**src/rtl/clkdiv_pkg.sv**
```systemverilog
// Shared constants and helpers for multi_clock_divider and its per-channel divider.
package clkdiv_pkg;

  localparam int CLKDIV_CNT_W       = 16;
  localparam int CLKDIV_DEFAULT_DIV = 1;
  localparam int CLKDIV_MAX_CH      = 16;

  // A single channel still needs a one-bit cfg_ch port.
  function automatic int clkdiv_ch_w(input int num_ch);
    return (num_ch > 1) ? $clog2(num_ch) : 1;
  endfunction

endpackage

```
**src/rtl/clkdiv_channel.sv**
```systemverilog
// One divider channel: counter, active/shadow divisor, pending flag, clk_out and tick.
// The sync_pulse input exists only when CLKDIV_PHASE_SYNC_EN is defined.
module clkdiv_channel
  import clkdiv_pkg::*;
#(
  parameter int CNT_W       = CLKDIV_CNT_W,
  parameter int DEFAULT_DIV = CLKDIV_DEFAULT_DIV
) (
  input  logic             clk_100,
  input  logic             rst,
  input  logic             en,
`ifdef CLKDIV_PHASE_SYNC_EN
  input  logic             sync_pulse,
`endif
  input  logic             load,
  input  logic [CNT_W-1:0] cfg_div,
  output logic             pending,
  output logic             clk_out,
  output logic             tick
);

  logic [CNT_W-1:0] cnt_r;
  logic [CNT_W-1:0] div_r;
  logic [CNT_W-1:0] sdiv_r;
  logic             pending_r;
  logic             clk_out_r;
  logic             tick_r;
  logic             park_s;
  logic             wrap_s;
  logic             apply_s;

  // Parking (disabled or phase-sync) and wrap are the only points a new divisor may land.
  always_comb begin
`ifdef CLKDIV_PHASE_SYNC_EN
    park_s  = ~en | sync_pulse;
`else
    park_s  = ~en;
`endif
    wrap_s  = en & (cnt_r == div_r);
    apply_s = pending_r & (park_s | wrap_s);
  end

  // Half-period counter and output square wave.
  always_ff @(posedge clk_100 or posedge rst) begin
    if (rst) begin
      cnt_r     <= '0;
      clk_out_r <= 1'b0;
      tick_r    <= 1'b0;
    end else if (park_s) begin
      cnt_r     <= '0;
      clk_out_r <= 1'b0;
      tick_r    <= 1'b0;
    end else if (wrap_s) begin
      cnt_r     <= '0;
      clk_out_r <= ~clk_out_r;
      tick_r    <= ~clk_out_r;
    end else begin
      cnt_r     <= cnt_r + CNT_W'(1);
      tick_r    <= 1'b0;
    end
  end

  // Divisor update: load only happens while not pending, so it never collides with apply.
  always_ff @(posedge clk_100 or posedge rst) begin
    if (rst) begin
      div_r     <= CNT_W'(DEFAULT_DIV);
      sdiv_r    <= CNT_W'(DEFAULT_DIV);
      pending_r <= 1'b0;
    end else if (load) begin
      sdiv_r    <= cfg_div;
      pending_r <= 1'b1;
    end else if (apply_s) begin
      div_r     <= sdiv_r;
      pending_r <= 1'b0;
    end else begin
      pending_r <= pending_r;
    end
  end

  assign pending = pending_r;
  assign clk_out = clk_out_r;
  assign tick    = tick_r;

endmodule

```
**src/rtl/multi_clock_divider.sv**
```systemverilog
// multi_clock_divider: NUM_CH independent divided clocks and ticks from clk_100 with a
// valid/ready divisor update port. Optional sync_pulse input under CLKDIV_PHASE_SYNC_EN.
module multi_clock_divider
  import clkdiv_pkg::*;
#(
  parameter int  NUM_CH      = 2,
  parameter int  CNT_W       = CLKDIV_CNT_W,
  parameter int  DEFAULT_DIV = CLKDIV_DEFAULT_DIV,
  localparam int CH_W        = clkdiv_ch_w(NUM_CH)
) (
  input  logic              clk_100,
  input  logic              rst,
  input  logic [NUM_CH-1:0] en,
`ifdef CLKDIV_PHASE_SYNC_EN
  input  logic              sync_pulse,
`endif
  input  logic              cfg_valid,
  output logic              cfg_ready,
  input  logic [CH_W-1:0]   cfg_ch,
  input  logic [CNT_W-1:0]  cfg_div,
  output logic [NUM_CH-1:0] clk_out,
  output logic [NUM_CH-1:0] tick
);

  logic [NUM_CH-1:0] sel_s;
  logic [NUM_CH-1:0] pending_s;
  logic [NUM_CH-1:0] load_s;

  // An out-of-range cfg_ch selects no channel: it reads ready and the write is dropped.
  assign cfg_ready = ~|(sel_s & pending_s);
  assign load_s    = sel_s & {NUM_CH{cfg_valid & cfg_ready}};

  for (genvar i = 0; i < NUM_CH; i++) begin : g_ch
    assign sel_s[i] = (cfg_ch == CH_W'(i));

    clkdiv_channel #(
      .CNT_W      (CNT_W),
      .DEFAULT_DIV(DEFAULT_DIV)
    ) u_ch (
      .clk_100   (clk_100),
      .rst       (rst),
      .en        (en[i]),
`ifdef CLKDIV_PHASE_SYNC_EN
      .sync_pulse(sync_pulse),
`endif
      .load      (load_s[i]),
      .cfg_div   (cfg_div),
      .pending   (pending_s[i]),
      .clk_out   (clk_out[i]),
      .tick      (tick[i])
    );
  end

endmodule
```
**config.mk**
```make
export PLATFORM = sky130hd
export DESIGN_NAME = multi_clock_divider
export DESIGN_NICKNAME = d
export VERILOG_FILES = /design/src/rtl/clkdiv_pkg.sv /design/src/rtl/clkdiv_channel.sv /design/src/rtl/multi_clock_divider.sv
export SDC_FILE = /design/constraint.sdc
export NUM_CORES = 1
export LEC_CHECK = 0
export BUFFER_PORTS_ARGS = -buffer_cell sky130_fd_sc_hd__buf_2
export CORE_MARGIN = 1
export CORE_UTILIZATION = 60
export DETAILED_ROUTE_END_ITERATION = 8
export MAX_ROUTING_LAYER = met4
export PLACE_DENSITY = 0.88
export SYNTH_ARGS = -nofsm -noshare
export SYNTH_HDL_FRONTEND = slang
export SYNTH_SLANG_ARGS = --single-unit
```
**constraint.sdc**
```tcl
create_clock -name clk_100 -period 3.51 [get_ports clk_100]
set_clock_uncertainty 0.1 [all_clocks]
set_input_delay 0.5265 -clock clk_100 [delete_from_list [all_inputs] [get_ports clk_100]]
set_output_delay 0.5265 -clock clk_100 [all_outputs]
set_load 0.05 [all_outputs]
```
==> results.sh <==
export IMPL_status="finished clean"
export IMPL_worst_pin_slew_ps=986
export IMPL_grt_overflow=0
export IMPL_routed_wirelength_um=7900
export IMPL_maxSlewViolCount=0
export IMPL_rsz0062_at_grt="false"
export IMPL_yosys_top_cells_area="dfrtp_1 54%, mux2_2 13%, xnor2_1 9.1%"
export IMPL_min_period_ps=2260
export IMPL_combPwrFrac_pct=20.0
export IMPL_internal_power_mw=2.24
export IMPL_synth_area_per_cell_um2=13.2
export IMPL_cts_tree="done"
export IMPL_gp_congestion=0.832
export IMPL_cp_arrival_ps=2400
export IMPL_cp_start_kind="flip-flop"
export IMPL_drt_pass1_iterations=5
export IMPL_hold_violations=0
export IMPL_ios=27
export IMPL_die_w_um=88.9
export IMPL_hpwl_um=5540
export IMPL_die_height_um=88.9
export IMPL_multi_input_area_um2=1890
export IMPL_start_util_pct=62.4
export IMPL_hold_buffers=0
export IMPL_htree_levels=3
export IMPL_core_area_um2=7250
export IMPL_grt_pass1_wl_um=12900
export IMPL_drive_gt1_share_pct=32.3
export IMPL_worstHoldPathType="primary input to async pin"
export IMPL_cts_repair_resized=0
export IMPL_yosys_cell_count_top_type="dfrtp_1"
export IMPL_syn_inst=342
export IMPL_dieArea_um2=7890
export IMPL_relSlewSlack_pct=34.3
export IMPL_seqPwrFrac_pct=53.6
export IMPL_ant_nets=0
export IMPL_fin_nets=398
export IMPL_num_rows=31
export IMPL_numCtsBuffers=9
export IMPL_synth_warnings=0
export IMPL_crit_required_ps=3660
export IMPL_synth_area_um2=4530
export IMPL_cts_sinks=102
export IMPL_total_leakage_power_nw=2.15
export IMPL_switching_share_pct=26.8
export IMPL_grt_pass1_vias=2667
export IMPL_p_switching_uw=821
export IMPL_via_per_inst=5.51
export IMPL_clk_pin_slew_worst_paths_ps=100
export IMPL_fmax_ghz=0.443
export IMPL_via_count=2627
export IMPL_clkLatencyLatePin_ps=360
export IMPL_area_growth_synth_to_final_pct=9.90
export IMPL_yosysUniqueCellTypes=31
export IMPL_peakVddDrop_mv=0.352
export IMPL_yosysTopAreaCellShare_pct=54.2
export IMPL_synthArstFlopShare_pct=100
export IMPL_grt_max_degree=84
export IMPL_synth_commonest_cells="98 x dfrtp_1, 54 x mux2_2, 47 x xnor2_1"
export IMPL_critical_path_class="flip-flop to flip-flop"
export IMPL_drc=0
export IMPL_synth_seq_area_share_pct=56.5
export IMPL_grt_usage_pct=23.2
export IMPL_finalSetupTns_ps=0
export IMPL_synth_seq_cells=102
export IMPL_num_antenna_cells=0
export IMPL_powerDensity_nw_per_um2=616
export IMPL_yosysTopAreaCell="dfrtp_1"
export IMPL_numPortBuffers=26
export IMPL_period_share_pct=64.3
export IMPL_maxCapViolCount=0
export IMPL_synth_nets=366
export IMPL_antenna_found_initial=0
export IMPL_cts_root_buf="clkbuf_8"
export IMPL_synth_edf_count=0
export IMPL_seq_area_um2=2560
export IMPL_setup_violations=0
export IMPL_final_core_utilization_pct=68.6
export IMPL_post_cts_repair_setup_buffers=0
export IMPL_wl_per_cell_um=16.6
export IMPL_crit_path_max_fanout=16
export IMPL_synth_ff_type="dfrtp_1"
export IMPL_clkPwrFrac_pct=26.4
export IMPL_ctsLongestPathBuffers=2
export IMPL_drtIter0Drc=170
export IMPL_nFillCells=506
export IMPL_end_kind="flip-flop"
kinds of logic after synthesis:
group / share of synthesized area, %
AO/OA/AOI/OAI: 1.52
multiplexers: 17.0
adder cells (fa/ha/maj): 0.553
buffers and inverters: 1.74
AND/OR/NAND/NOR: 10.7
XOR/XNOR: 12.0
flip-flops: 56.5
metal layers:
metal / up-vias / track usage (%) / share of wire (%)
met5: - / - / 0
met4: 0 / 8.36 / 1.2
met3: 9 / 4.01 / 3.8
met2: 60 / 34.0 / 48
met1: 1325 / 32.6 / 47
li1: 1233 / - / -
power by group through the flow:
stage,Combinational (mW),Sequential (mW),Clock (mW)
2_1_floorplan,0.511,1.60,0
3_3_place_gp,0.582,1.66,0
3_5_place_dp,0.606,1.66,0
4_1_cts,0.616,1.64,0.816
5_1_grt,0.664,1.67,0.874
6_report,0.612,1.64,0.810
per-stage QoR:
stage / setup WS, ps / power, mW / std cells / cell area [um2] / hold WS [ps]
finish: 1250 / 3.07 / 477 / 4970 / 276
floorplan: 215 / 2.11 / 342 / 4530 / 353
detailed placement: 1330 / 2.27 / 462 / 4750 / 373
global route: 1150 / 3.21 / 477 / 4970 / 305
CTS: 1290 / 3.08 / 477 / 4970 / 298
global placement: 1410 / 2.24 / 462 / 4750 / 361
path summary, 6_finish.rpt:
| path | endpoint | cells past startpoint | slack (ps) | from |
|---|---|---|---|---|
| setup / recovery | g_ch[0].u_ch.div_r[5]$_DFFE_PP0P_ | 6 | 1250 | g_ch[0].u_ch.cnt_r[10]$_DFF_PP0_ |
| hold / removal | g_ch[1].u_ch.cnt_r[1]$_DFF_PP0_ | 2 | 280 | rst |
| hold reg to reg | g_ch[0].u_ch.tick$_DFF_PP0_ | 1 | 380 | g_ch[0].u_ch.clk_out$_DFFE_PP0P_ |
| setup reg to reg | g_ch[0].u_ch.div_r[5]$_DFFE_PP0P_ | 6 | 1250 | g_ch[0].u_ch.cnt_r[10]$_DFF_PP0_ |
| min in group clk_100 | g_ch[1].u_ch.sdiv_r[3]$_DFFE_PP0P_ | 2 | 310 | cfg_div[3] |
| max in group asynchronous | g_ch[0].u_ch.cnt_r[7]$_DFF_PP0_ | 3 | 2260 | rst |
cell usage in the layout, fill, tap and decap left out:
cell and n:
a31o_2 1, and2_1 3, and3_1 2, and4_1 5, buf_2 26, buf_4 5, bufinv_16 2, clkbuf_8 10
clkinv_4 1, clkinvlp_4 2, dfrtp_1 98, dfstp_2 4, ha_1 2, inv_1 2, inv_4 1, mux2_2 54
mux2_4 10, mux2i_1 1, nand2_1 12, nand2_4 2, nand2b_1 1, nand3_1 11, nand3b_1 1, nand4_1 10
nor2_1 36, nor3_1 4, nor3b_1 2, nor3b_2 1, nor4_1 1, o21ai_0 1, o41ai_4 2, or2_2 1
or4_1 2, xnor2_1 47, xor2_1 15
worst max-delay path, stage by stage, from the launching register on:
cell and delay (ps):
dfrtp_1 430, xnor2_1 230, nand4_1 210, o41ai_4 380
buf_4 270, nand2_4 180, mux2_2 330
area by class of cell:
| cell class | instances | share of cell area, % |
|---|---|---|
| clock buffer | 10 | 2.77 |
| inverter | 3 | 0.277 |
| tap | 99 | 2.49 |
| clock inverter | 5 | 1.69 |
| sequential | 102 | 51.4 |
| multi-input combinational | 227 | 38.0 |
| timing repair buffer | 31 | 3.37 |
flip-flops by register name, summed over array words and instances, names as in the netlist:
| name | count |
|---|---|
| g_ch.u_ch.clk_out | 2 |
| g_ch.u_ch.cnt_r | 32 |
| g_ch.u_ch.div_r | 32 |
| g_ch.u_ch.pending | 2 |
| g_ch.u_ch.sdiv_r | 32 |
| g_ch.u_ch.tick | 2 |
Note: power is estimated with default switching activity, not from simulation.
